<file path="src/rtl/addsub_arb.sv">
// Two-requester round-robin arbiter sharing one carry-lookahead add/sub unit.
// Define ADDSUB_ARB_STATS_EN to add saturating per-requester grant counters.
module addsub_arb #(
    parameter int unsigned W     = 4,
    parameter int unsigned CNT_W = 8
) (
    input  logic             clk,
    input  logic             rst,
    input  logic             req0,
    input  logic [W-1:0]     a0,
    input  logic [W-1:0]     b0,
    input  logic             m0,
    input  logic             req1,
    input  logic [W-1:0]     a1,
    input  logic [W-1:0]     b1,
    input  logic             m1,
    output logic             ack0,
    output logic             ack1,
    output logic [W-1:0]     S,
    output logic             C,
    output logic             V,
    output logic             rsp_id,
    output logic             busy
`ifdef ADDSUB_ARB_STATS_EN
    ,
    output logic [CNT_W-1:0] gnt_cnt0,
    output logic [CNT_W-1:0] gnt_cnt1
`endif
);

    if (W < 2 || CNT_W < 1) begin : g_param_check
        $error("addsub_arb: W must be >= 2 and CNT_W >= 1");
    end

    typedef enum logic [1:0] {StIdle, StExec, StResp} state_e;

    state_e         state_q, state_d;
    logic [W-1:0]   op_a_q, op_a_d;
    logic [W-1:0]   op_b_q, op_b_d;
    logic           op_m_q, op_m_d;
    logic           sel_q, sel_d;
    logic           last_q, last_d;
    logic [W-1:0]   s_q, s_d;
    logic           c_q, c_d;
    logic           v_q, v_d;
    logic           rsp_id_q, rsp_id_d;

    // Carry-lookahead add/sub on the latched operands
    logic [W-1:0]   b_eff;
    logic [W-1:0]   gen;
    logic [W-1:0]   prop;
    logic [W:0]     carry;
    logic [W-1:0]   sum;

    always_comb begin
        logic term;
        b_eff    = op_m_q ? ~op_b_q : op_b_q;
        gen      = op_a_q & b_eff;
        prop     = op_a_q ^ b_eff;
        carry    = '0;
        carry[0] = op_m_q;
        term     = 1'b0;
        // Each carry is a flat OR of generate terms, not a ripple chain
        for (int unsigned i = 0; i < W; i++) begin
            term = op_m_q;
            for (int unsigned k = 0; k <= i; k++) begin
                term = term & prop[k];
            end
            carry[i+1] = term;
            for (int unsigned j = 0; j <= i; j++) begin
                term = gen[j];
                for (int unsigned k = j + 1; k <= i; k++) begin
                    term = term & prop[k];
                end
                carry[i+1] = carry[i+1] | term;
            end
        end
        sum = prop ^ carry[W-1:0];
    end

    always_comb begin
        state_d  = state_q;
        op_a_d   = op_a_q;
        op_b_d   = op_b_q;
        op_m_d   = op_m_q;
        sel_d    = sel_q;
        last_d   = last_q;
        s_d      = s_q;
        c_d      = c_q;
        v_d      = v_q;
        rsp_id_d = rsp_id_q;
        case (state_q)
            StIdle: begin
                if (req0 || req1) begin
                    // On a tie, the requester not served last wins
                    sel_d   = (req0 && req1) ? ~last_q : req1;
                    op_a_d  = sel_d ? a1 : a0;
                    op_b_d  = sel_d ? b1 : b0;
                    op_m_d  = sel_d ? m1 : m0;
                    state_d = StExec;
                end
            end
            StExec: begin
                s_d      = sum;
                c_d      = carry[W];
                v_d      = carry[W] ^ carry[W-1];
                rsp_id_d = sel_q;
                state_d  = StResp;
            end
            StResp: begin
                last_d  = sel_q;
                state_d = StIdle;
            end
            default: state_d = StIdle;
        endcase
    end

    always_ff @(posedge clk) begin
        if (rst) begin
            state_q  <= StIdle;
            op_a_q   <= '0;
            op_b_q   <= '0;
            op_m_q   <= 1'b0;
            sel_q    <= 1'b0;
            last_q   <= 1'b1;
            s_q      <= '0;
            c_q      <= 1'b0;
            v_q      <= 1'b0;
            rsp_id_q <= 1'b0;
        end else begin
            state_q  <= state_d;
            op_a_q   <= op_a_d;
            op_b_q   <= op_b_d;
            op_m_q   <= op_m_d;
            sel_q    <= sel_d;
            last_q   <= last_d;
            s_q      <= s_d;
            c_q      <= c_d;
            v_q      <= v_d;
            rsp_id_q <= rsp_id_d;
        end
    end

    always_comb begin
        ack0   = (state_q == StResp) && !sel_q;
        ack1   = (state_q == StResp) && sel_q;
        busy   = (state_q != StIdle);
        S      = s_q;
        C      = c_q;
        V      = v_q;
        rsp_id = rsp_id_q;
    end

`ifdef ADDSUB_ARB_STATS_EN
    logic [CNT_W-1:0] cnt0_q, cnt0_d;
    logic [CNT_W-1:0] cnt1_q, cnt1_d;

    always_comb begin
        cnt0_d = cnt0_q;
        cnt1_d = cnt1_q;
        if (state_q == StResp) begin
            if (!sel_q && !(&cnt0_q)) begin
                cnt0_d = cnt0_q + 1'b1;
            end
            if (sel_q && !(&cnt1_q)) begin
                cnt1_d = cnt1_q + 1'b1;
            end
        end
    end

    always_ff @(posedge clk) begin
        if (rst) begin
            cnt0_q <= '0;
            cnt1_q <= '0;
        end else begin
            cnt0_q <= cnt0_d;
            cnt1_q <= cnt1_d;
        end
    end

    assign gnt_cnt0 = cnt0_q;
    assign gnt_cnt1 = cnt1_q;
`endif

endmodule

</file>
<file path="config.mk">
export PLATFORM = sky130hd
export DESIGN_NAME = addsub_arb
export DESIGN_NICKNAME = d
export VERILOG_FILES = /design/src/rtl/addsub_arb.sv
export SDC_FILE = /design/constraint.sdc
export NUM_CORES = 1
export LEC_CHECK = 0
export CORE_ASPECT_RATIO = 1.4
export CORE_UTILIZATION = 45
export DETAILED_ROUTE_END_ITERATION = 12
export PLACE_DENSITY = 0.86
export SYNTH_ARGS = -nofsm -noshare
export SYNTH_HDL_FRONTEND = slang
export SYNTH_SLANG_ARGS = --single-unit
</file>
<file path="constraint.sdc">
create_clock -name clk -period 2.1 [get_ports clk]
set_input_delay 0.525 -clock clk [delete_from_list [all_inputs] [get_ports clk]]
set_output_delay 0.525 -clock clk [all_outputs]
set_load 0.03 [all_outputs]
</file>
Word level (Yosys, flattened, before mapping) --
Index checks and enable logic that the tools add are counted.
Operators by class: add/subtract/negate cells 0, multipliers 0, div/mod/pow operators 0, order comparisons 0, eq/ne operators 3, shifts and indexed selects 0, muxes and demuxes 7, bitwise logic cells 26, reduce and logical (&&, ||, !) cells 8
Operators by type and width (count):
- $mux W4 | 3
- $and A1 B1 Y1 | 10
- $or A1 B1 Y1 | 10
- $xor A4 B4 Y4 | 2
- $and A4 B4 Y4 | 1
- $not A4 Y4 | 1
- $pmux W2 S2 | 1
- $logic_and A1 B1 Y1 | 3
- $eq A2 B1 Y1 const B | 1
- $eq A2 B2 Y1 const B | 1
- $logic_not A2 Y1 | 1
- $mux W1 | 2
- $mux W2 | 1
- $ne A2 B2 Y1 const B | 1
- $reduce_and A2 Y1 | 1
- $reduce_bool A2 Y1 | 1
- $logic_not A1 Y1 | 1
- $logic_or A1 B1 Y1 | 1
- $not A1 Y1 | 1
- $xor A1 B1 Y1 | 1
Word-level totals: bits in registers 20, latch bits 0, bits in writable memories 0, bits in read-only memories 0, input bits 22, memories 0

Depth between registers and ports, before layout --
depth after elaboration 12, depth in mapped cells 7, depth with buffers taken out 6

Worst setup path after synthesis --
OpenSTA, ideal clock, no wires.
kind register to register, start point register op_m_q, end point register v_q, in the netlist V, arrival time 1583 ps, setup slack 426 ps, cell stages (with the launch flop) 8, path buffers 1, clock period less this slack 1674 ps, path through dfxtp_1 > buf_2 > xor2_1 > ha_1 > ha_1 > o211ai_1 > nand3_1 > a311oi_1
Between the ends: longest elaborated chain between the ends 11
RTL lines:
- start, declared | RTL line 40 | logic op_m_q, op_m_d;
- start signal, assigned | RTL line 134 | op_m_q <= op_m_d;
- $mux W4 | RTL line 57 | b_eff = op_m_q ? ~op_b_q : op_b_q;
- $xor A4 B4 Y4 | RTL line 59 | prop = op_a_q ^ b_eff;
- $and A1 B1 Y1 (4 in a row) | RTL line 67 | term = term & prop[k];
- $or A1 B1 Y1 (4 in a row) | RTL line 75 | carry[i+1] = carry[i+1] | term;
- $xor A1 B1 Y1 (*) | RTL line 106 | v_d = carry[W] ^ carry[W-1];
- end signal, assigned | RTL line 139 | v_q <= v_d;
- end, declared | RTL line 45 | logic v_q, v_d;
Every way passes the cells marked *; elsewhere a longest branch is shown, timed or not. A chain may end at the register's enable or synchronous reset.

Worst setup path in the final report --
start point register state_q[0], end point output ack1
Between the ends: longest elaborated chain between the ends 2
RTL lines:
- start, declared | RTL line 37 | state_e state_q, state_d;
- start signal, assigned | RTL line 120 | state_q <= StIdle;
- start signal, assigned | RTL line 131 | state_q <= state_d;
- $eq A2 B2 Y1 | RTL line 146 | ack1 = (state_q == StResp) && sel_q;
- $logic_and A1 B1 Y1 | RTL line 146
- end, declared | RTL line 18 | output logic ack1,
No other way between the ends.

==> metrics <==
Period Utilization, post-route 0.8982; port bufs 31; final number of setup-violating endpoints 0; synthesis warning total 0; number of detailed-route iterations in the first pass 4; R2R Path Start op_m_q$_SDFFE_PP0P_; final layout net count 177; ports placed on the boundary 32; design area 1419 um^2; Critical Path Source Type register; crit path time final 1.886 ns; number of buffer and inverter stages on the critical path 1; HPWL Detailed 1681 um; Post-synth EDFFs 0; RePlAce Congestion 0.7595; final core occ 0.6517; first-pass GRT wire length 3781 um; placed inst area 1386 um^2; cell taking the most area after synthesis sky130_fd_sc_hd__dfxtp_1; Worst Hold Launch rsp_id$_SDFFE_PP0N_; post-route clock skew 0.005702 ns; via count of the first global-routing pass 969; layout overhead on the synthesized area 35.16%; share of post-route cells with drive strength above 1 0.07383; final hold violation count 0; Fmax 530.1 MHz; Avg Inst Size Synth 9.050 um^2; Register-to-Register Setup Slack 0.31 ns; Clock Tree Root sky130_fd_sc_hd__clkbuf_4; number of buffers created by CTS 3; H-tree depth 1; Max Slew Vio Count 0; WP data arrival 1.36 ns; gr usage total 0.1890; area enclosed by the die boundary 2533 um^2; total vias in the final route 955; Synth area leaders sky130_fd_sc_hd__dfxtp_1 (38%), sky130_fd_sc_hd__mux2i_1 (9.5%), sky130_fd_sc_hd__a211oi_1 (7.2%); drt via density 5.585; Die W 42.82 um; initial antenna violation count 0; number of nets in the synthesized netlist 143; die span in y 59.15 um; hold buffer count at cts 0; slowest library cell on the worst path sky130_fd_sc_hd__dlygate4sd2_1; worst endpoint required time 1.57 ns; number of instances resized during post-cts repair 3; initial standard-cell utilization of the core 0.4822; Tightest Hold Check Type reg2reg; total power of the final layout 1.020 mW; highest ir drop seen on vdd 0.0004062 V; Clock transition at path regs 0.11 ns; antenna cell count 0; Placement Rows 20; Clock Latency Late Sink 0.30 ns; clock sink total 20; Final ANT Viol Nets 0; crit path from state_q[0]$_SDFFE_PP0P_; post-synthesis instance area 1050 um^2; outcome completed; max_cap viols 0; crit-path cells nand2b_1, nor2_1, dlygate4sd2_1; number of design-rule violations left by the first detailed-router iteration 11; DR DRC count 0; maximum number of pins on one net before global-route repair 12; total grt overflow 0; Wirelength per Cell 12.46 um; Crit Path Max Fanout 4; Post-Syn Instances 116; Critical Path Sink Type output port; CTS Buffer Depth 2; number of different library cells in the post-synthesis netlist 33; setup total negative slack 0 ns; Critical Path Max Stage Delay 0.41 ns; number of register bits inferred by synthesis 20; setup repair after global routing missed its margin no; predominant post-synthesis flop cell sky130_fd_sc_hd__dfxtp_1; Min Hold Slack 0.4712 ns; slew at the pin closest to its max-slew limit 0.6370 ns; top cell type's share of synthesized area 0.3814; Worst path top cell family by delay buffers and inverters; CTS tree yes; Leakage 0.5916 nW; cell area power density 719.0 nW/um^2; area of the placeable core 2177 um^2; worst max-slew margin expressed relative to the limit 0.5745; Worst Path Class, Setup reg2out; Post-synth ARST share 0; routed wire length 2130 um; number of setup buffers added after CTS 0; share of synthesized area occupied by flip-flops and latches 0.3814
-- sequential cells by signal, indices dropped and copies added (netlist names) --
name	cells
op_b_q	4
last_q	1
rsp_id	1
V	1
C	1
op_m_q	1
op_a_q	4
S	4
state_q	2
sel_q	1
-- logic make-up after synthesis --
group,share of synthesized area
AOI/OAI and AO/OA,0.2360
and+or+nand+nor,0.1418
DFF,0.3814
muxes,0.09536
buffers and inverters,0.04410
xor gates and xnor gates,0.04171
adders and majority gates,0.05959
-- power breakdown --
group / switching [mW] / internal, mW / leakage, nW
combinational: 0.180 / 0.167 / 0.406
clock: 0.120 / 0.106 / 0.0210
sequential: 0.0276 / 0.420 / 0.165
total: 0.327 / 0.693 / 0.592
-- through the flow --
stage,instances,worst slack (ns)
6_report,171,0.2137
5_1_grt,171,0.1208
4_1_cts,171,0.2101
3_5_place_dp,167,0.2583
3_3_place_gp,167,0.3052
2_1_floorplan,116,0.4257
-- layout by cell type (no fill, tap or decap), types with 2 or more instances in the layout --
cell type and count:
sky130_fd_sc_hd__xor2_1 4, sky130_fd_sc_hd__inv_1 2, sky130_fd_sc_hd__a21o_1 2, sky130_fd_sc_hd__o211ai_1 3, sky130_fd_sc_hd__clkbuf_4 3, sky130_fd_sc_hd__nand3b_1 3, sky130_fd_sc_hd__dfxtp_1 20, sky130_fd_sc_hd__nand2b_1 2
sky130_fd_sc_hd__nand3_1 2, sky130_fd_sc_hd__buf_4 5, sky130_fd_sc_hd__nor2_1 11, sky130_fd_sc_hd__ha_1 5, sky130_fd_sc_hd__mux2i_1 10, sky130_fd_sc_hd__a211oi_1 10, sky130_fd_sc_hd__nand2_1 5, sky130_fd_sc_hd__nor2b_1 2
sky130_fd_sc_hd__dlygate4sd2_1 3, sky130_fd_sc_hd__a21oi_1 13, sky130_fd_sc_hd__o21ai_0 2, sky130_fd_sc_hd__clkdlybuf4s50_1 28
-- tightest hold or removal path, stage by stage (launching register included) --
cell and delay (ns):
sky130_fd_sc_hd__dfxtp_1 0.33, sky130_fd_sc_hd__nand2_1 0.05, sky130_fd_sc_hd__a21oi_1 0.05
-- area by class of cell --
type	instances	area [um^2]
Sequential cell	20	400.4
Multi-Input combinational cell	87	603.1
Tap cell	22	27.53
Timing Repair Buffer	36	344.1
Clock buffer	4	36.28
Fill cell	185	758.2
Inverter	2	7.507
-- path summary, 6_finish.rpt --
path | end | cells after the start
setup / recovery | ack1 | 3
hold / removal | rsp_id$_SDFFE_PP0N_ | 2
setup reg to reg | V$_SDFFE_PP0N_ | 6
hold reg to reg | rsp_id$_SDFFE_PP0N_ | 2
-- Yosys cell counts, types with 3 or more instances --
cell type                  count
sky130_fd_sc_hd__ha_1          5
sky130_fd_sc_hd__mux2i_1      10
sky130_fd_sc_hd__nor2_1       11
sky130_fd_sc_hd__xor2_1        4
sky130_fd_sc_hd__nand3b_1      3
sky130_fd_sc_hd__buf_2         3
sky130_fd_sc_hd__nand2_1       5
sky130_fd_sc_hd__a211oi_1     10
sky130_fd_sc_hd__dfxtp_1      20
sky130_fd_sc_hd__o211ai_1      3
sky130_fd_sc_hd__a21oi_1      13
-- metal layers --
layer,up-vias,global-route usage,routed length (um)
met3,2,0.04268,76
met1,437,0.1913,871
met2,27,0.3723,1172
met4,0,0.05804,8
met5,-,0,0
li1,489,-,-
No activity file was read; power rests on OpenSTA's default activity.
